$ cat config.mk
export PLATFORM = sky130hd
export DESIGN_NAME = io_port_unit
export DESIGN_NICKNAME = d
export VERILOG_FILES = /design/src/rtl/io_port_unit.sv
export SDC_FILE = /design/constraint.sdc
export NUM_CORES = 1
export LEC_CHECK = 0
export ABC_AREA = 1
export CAP_MARGIN = 20
export CORE_MARGIN = 8
export CORE_UTILIZATION = 55
export CTS_BUF_LIST = sky130_fd_sc_hd__clkbuf_8 sky130_fd_sc_hd__clkbuf_16
export CTS_CLUSTER_DIAMETER = 60
export CTS_CLUSTER_SIZE = 8
export DETAILED_ROUTE_END_ITERATION = 10
export GPL_ROUTABILITY_DRIVEN = 0
export GPL_TIMING_DRIVEN = 1
export PLACE_DENSITY = 0.84
export SLEW_MARGIN = 20
export SYNTH_ARGS = -nofsm -noshare
export SYNTH_HDL_FRONTEND = slang
export SYNTH_SLANG_ARGS = --single-unit
$ cat constraint.sdc
create_clock -name CLK -period 4.09 [get_ports CLK]
set_input_delay 0.6135 -clock CLK [delete_from_list [all_inputs] [get_ports CLK]]
set_output_delay 0.6135 -clock CLK [all_outputs]
set_load 0.005 [all_outputs]
$ cat src/rtl/io_port_unit.sv
// I/O responder for in/out: input FIFO plus held output word with valid/ack.
// Define IO_PORT_STATUS_EN to build the sticky underflow/overrun flags.
module io_port_unit #(
  parameter int DATA_W   = 16,
  parameter int IN_DEPTH = 4
) (
  input  logic                        CLK,
  input  logic                        Reset,
  input  logic                        OutputWrite,
  input  logic                        InRead,
  input  logic [DATA_W-1:0]           WriteData,
  output logic [DATA_W-1:0]           ReadData,
  input  logic [DATA_W-1:0]           ext_in_data,
  input  logic                        ext_in_valid,
  output logic                        ext_in_ready,
  output logic [DATA_W-1:0]           ext_out_data,
  output logic                        ext_out_valid,
  input  logic                        ext_out_ack,
  output logic [$clog2(IN_DEPTH):0]   in_count,
  output logic                        in_underflow,
  output logic                        out_overrun
);

  localparam int PW = $clog2(IN_DEPTH);
  localparam int CW = PW + 1;

  localparam logic OUT_IDLE = 1'b0;
  localparam logic OUT_PEND = 1'b1;

  logic [DATA_W-1:0] mem [IN_DEPTH];
  logic [PW-1:0]     rd_ptr;
  logic [PW-1:0]     wr_ptr;
  logic              push;
  logic              pop;
  logic              empty;

  logic              state;
  logic [DATA_W-1:0] out_q;

  assign empty        = (in_count == '0);
  assign ext_in_ready = (in_count != CW'(IN_DEPTH));
  assign push         = ext_in_valid && ext_in_ready;
  assign pop          = InRead && !empty;
  assign ReadData     = empty ? '0 : mem[rd_ptr];

  // storage is deliberately left unreset
  always_ff @(posedge CLK) begin
    if (push) begin
      mem[wr_ptr] <= ext_in_data;
    end
  end

  always_ff @(posedge CLK or negedge Reset) begin
    if (!Reset) begin
      rd_ptr   <= '0;
      wr_ptr   <= '0;
      in_count <= '0;
    end else begin
      if (push) begin
        wr_ptr <= wr_ptr + 1'b1;
      end
      if (pop) begin
        rd_ptr <= rd_ptr + 1'b1;
      end
      if (push && !pop) begin
        in_count <= in_count + 1'b1;
      end else if (pop && !push) begin
        in_count <= in_count - 1'b1;
      end
    end
  end

  always_ff @(posedge CLK or negedge Reset) begin
    if (!Reset) begin
      state <= OUT_IDLE;
      out_q <= '0;
    end else begin
      if (OutputWrite) begin
        state <= OUT_PEND;
        out_q <= WriteData;
      end else if (state == OUT_PEND && ext_out_ack) begin
        state <= OUT_IDLE;
      end
    end
  end

  assign ext_out_valid = (state == OUT_PEND);
  assign ext_out_data  = out_q;

`ifdef IO_PORT_STATUS_EN
  always_ff @(posedge CLK or negedge Reset) begin
    if (!Reset) begin
      in_underflow <= 1'b0;
      out_overrun  <= 1'b0;
    end else begin
      if (InRead && empty) begin
        in_underflow <= 1'b1;
      end
      if (state == OUT_PEND && OutputWrite && !ext_out_ack) begin
        out_overrun <= 1'b1;
      end
    end
  end
`else
  assign in_underflow = 1'b0;
  assign out_overrun  = 1'b0;
`endif

endmodule

Word-level counts from Yosys, hierarchy flattened:

Memory sizes are Yosys's and may differ from the RTL's.
Cells that the tools add are included.

* latch bits: 0
* output and inout port bits: 39
* register bits: 24
* memories kept: 1
* RAM bits: 64
* bits in read-only memories: 0

Memory list
* mem: words 4, bits a word 16, rd ports 1, clocked after memory_dff 0, write ports 1, line 30 `logic [DATA_W-1:0] mem [IN_DEPTH];`

* equality and inequality tests: 1
* multipliers: 0
* shifts and indexed selects: 0
* div/mod/pow operators: 0
* add/sub/neg operators: 4
* reduce and logical (&&, ||, !) cells: 11
* muxes and demuxes: 7
* bitwise logic cells: 0
* magnitude comparators: 0

Operators by type and width (count)
* $mux 16: 1
* $mux 3: 2
* $logic_and 1x1->1: 5
* $add 2x1->2 const B: 2
* $mux 1: 4
* $reduce_bool 2->1: 2
* $add 3x1->3 const B: 1
* $logic_not 1->1: 3
* $logic_not 3->1: 1
* $ne 3x3->1 const B: 1
* $sub 3x1->3 const B: 1

Depth between registers and ports, before layout:

* depth in word-level cells: 6
* depth in mapped cells: 12
* gate-level depth less buffers: 12

Worst setup path before layout:

Ideal clock, no wire load.

* path type: input port to flip-flop
* start: input port ext_in_valid
* end: memory mem[0][0] (enable)
* data required time: 3701 ps
* setup slack: 2234 ps
* cell stages on the path: 2
* arrival: 1467 ps
* cells stage by stage: nand2_1 nor2_1

* cells in the longest elaborated chain, start to end: 3

RTL lines
* from (decl): line 14 `input logic ext_in_valid,`
* $logic_and 1x1->1: line 42 `assign push = ext_in_valid && ext_in_ready;`
* $mux 1: line 48 `if (push) begin`
* $mux 1 (not written as such): line 49 `mem[wr_ptr] <= ext_in_data;`
* to (decl): line 30

Every way passes these cells.

Worst setup path in the final report:

* start: register rd_ptr[0]
* end: output port ReadData[2]

* cells in the longest elaborated chain, start to end: 2

RTL lines
* from (decl): line 31 `logic [PW-1:0] rd_ptr;`
* from (signal assigned): line 63 `rd_ptr <= rd_ptr + 1'b1;`
* $mem_v2 4x16
* $mux 16: line 44 `assign ReadData = empty ? '0 : mem[rd_ptr];`
* to (decl): line 12 `output logic [DATA_W-1:0] ReadData,`

Every way passes these cells.

==> results.py <==
metrics = {
    "status": {
        "outcome": "completed",
    },
    "die": {
        "dieArea_um2": 10130,
        "core_um2": 7098,
        "initial_core_util_pct": 55.49,
        "fp.dieH_um": 100.6,
        "rows": 31,
        "chipWidth_um": 100.6,
        "io_pins": 77,
    },
    "cts": {
        "numCtsBuffers": 9,
        "cts_buffer_depth": 2,
        "cts-resized-gates": 0,
        "cts_root_buffer": "clkbuf_8",
        "cts.sinks": 88,
        "cts_setup_buffers": 0,
        "cts_tree": "done",
        "htreeDepth": 3,
        "path_clk_slew_ns": 0.08,
        "ctsHoldBuffers": 0,
        "insertion_delay_ns": 0.35,
    },
    "pwr": {
        "power_mw": 3.048,
        "powerDensity_nw_per_um2": 620.8,
        "leakage_nw": 2.232,
        "peakVddDrop_mv": 0.2547,
    },
    "layout": {
        "syn_to_final_growth_pct": 24.65,
        "drive_gt1_share_pct": 10.99,
        "final_nets": 503,
        "final_cell_area_um2": 4910,
        "register_area_um2": 2522,
        "fillers": 532,
        "multiInputGateArea_um2": 983.4,
        "diodes": 0,
    },
    "setup_path": {
        "startpoint_type": "register",
        "critPathArrivalTime_ns": 2.17,
        "r2r_slack_ns": 2.16,
        "cp.required_ns": 3.48,
        "worstSetupPathType": "reg -> out",
        "worstSetupEndpointType": "output pin",
        "reg2reg_depth": 11,
        "critPathMaxFanout": 35,
        "worstReg2RegEnd": "in_count[2]",
        "timing.rr.start": "in_count[0]",
    },
    "timing": {
        "rsz0062_at_grt": "no",
        "final.period_utilization_pct": 68.08,
        "finalHoldViolations": 0,
        "max_freq_mhz": 359.1,
        "fin_ws_ns": 1.305,
        "worst_pin_slew_ns": 0.5403,
        "tns_ns": 0,
        "period_needed_ns": 2.785,
        "clock_skew_ns": 0.01176,
        "slew_headroom_pct": 63.87,
        "setup_viol": 0,
        "finalMaxSlewViolations": 0,
    },
    "placed_design": {
        "port_buffers": 74,
        "hpwl_um": 5287,
        "place_area_um2": 4727,
        "place_ws_ns": 1.663,
    },
    "yosys": {
        "ys_seq_area_share_pct": 64.04,
        "avgSynthCellArea_um2": 10.28,
        "synth_top_area_share_pct": 48.79,
        "ys_ff_latch": 88,
        "yosysTopAreaCell": "edfxtp_1",
        "synthCells": 383,
        "yosysUniqueCellTypes": 22,
        "syn-cell-area_um2": 3939,
        "yosys-top-cells-area": "edfxtp_1 49%, dfrtp_1 15%, nand2_1 12%, inv_1 7.1%, nand3_1 3.2%",
        "synth_warnings": 0,
    },
    "detailed_routing": {
        "finalWirelength_um": 7697,
        "drc": 0,
        "drt_first_pass_iters": 4,
        "wl_per_cell_um": 13.67,
        "ant_nets": 0,
        "viasPerCell": 4.789,
        "drtIter0Drc": 97,
        "vias": 2696,
    },
    "min_path": {
        "worstHoldPathType": "in -> async",
    },
    "global_routing": {
        "antenna_found_initial": 0,
        "grt_max_degree": 36,
        "grt_pass1_wl_um": 12630,
        "grt_pass1_vias": 2761,
        "grt.overflow.total": 0,
        "grt_usage_pct": 16.39,
    },
    "run": {
        "drv_cap": 0,
    },
}
==> where the power goes <==
group / internal [mW] / switching (mW) / leakage [nW]
registers: 1.15 / 0.0686 / 0.876
clock network: 0.277 / 0.289 / 0.0978
logic: 0.587 / 0.682 / 1.26
total: 2.01 / 1.04 / 2.23
==> stage by stage <==
step                      std cells  hold slack, ns  utilization (%)
after global routing            563          0.2775            69.17
after detailed placement        547          0.4575            66.60
after global placement          547          0.4522            66.60
final                           563          0.2441            69.17
after CTS                       563          0.4776            69.24
after floorplan                 384          0.3179                -
==> Yosys cell counts <==
cell      count
nand2_1     127
ha_1          5
conb_1        1
a21oi_2      10
dfrtp_1      24
inv_2         6
buf_6         6
edfxtp_1     64
o21ai_0       2
o21ai_1       1
buf_2         7
nor2_1        4
nand4_1       1
nand3_2      12
fa_1          1
xnor2_1       2
clkinv_2      1
inv_1        74
a21oi_1       6
buf_4         3
inv_4         1
nand3_1      25
==> flip-flops by register name (all words and copies together), names as in the netlist <==
| register | count |
|---|---|
| ext_out_data | 16 |
| ext_out_valid | 1 |
| in_count | 3 |
| mem | 64 |
| rd_ptr | 2 |
| wr_ptr | 2 |
==> cell usage in the layout, fill, tap and decap left out, drive strengths merged <==
cell	instances
nand2	127
inv	82
clkdlybuf4s50	73
edfxtp	64
nand3	37
dfrtp	24
a21oi	16
clkbuf	9
buf	7
ha	5
clkinv	5
nor2	4
o21ai	3
xnor2	2
conb	2
nand4	1
fa	1
bufinv	1
clkinvlp	1
==> logic make-up (layout without fill, tap and decap cells) <==
group | after synthesis | count (layout) | synth area share (%)
other cells | 1 | 2 | 0.09521
fa+ha+maj | 6 | 6 | 2.097
flops | 88 | 88 | 64.04
simple gates | 169 | 169 | 18.87
xor+xnor | 2 | 2 | 0.4448
compound gates | 19 | 19 | 3.367
buf+inv | 98 | 178 | 11.09
==> critical path: stages, from the launching register on <==
cell and delay [ns]:
dfrtp_1 0.34, buf_4 0.36, inv_4 0.23, nand2_1 0.11, nand3_1 0.06, a21oi_1 0.18, clkdlybuf4s50_1 0.53
==> cell type report <==
| type | instances | area share, % |
|---|---|---|
| clock buffers | 9 | 2.523 |
| clock inverters | 7 | 1.300 |
| repair buffers | 80 | 15.90 |
| multi-input cells | 198 | 20.03 |
| flip-flops and latches | 88 | 51.38 |
| inverters | 82 | 6.346 |
| well taps | 99 | 2.523 |
==> how the worst max path moves through the flow <==
stage	slack (ns)	cells past startpoint	endpoint	from
detailed placement	1.66	10	in_count[2]	ext_in_valid
finish	1.31	6	ReadData[2]	rd_ptr[0]
floorplan	2.23	2	mem[0][0]	ext_in_valid
global placement	1.75	6	ReadData[11]	rd_ptr[0]
CTS	1.26	6	ReadData[2]	rd_ptr[0]
global route	1.12	6	ReadData[2]	rd_ptr[0]
==> routing by layer <==
layer	vias up	global-route usage, %	share of wire, %	wire length, um
li1	1339	-	-	-
met1	1240	17.45	39	2974
met2	101	25.67	47	3583
met3	16	8.425	13	970
met4	0	9.302	2.2	170
met5	-	0	0	0
(Power assumes the default switching activity.)
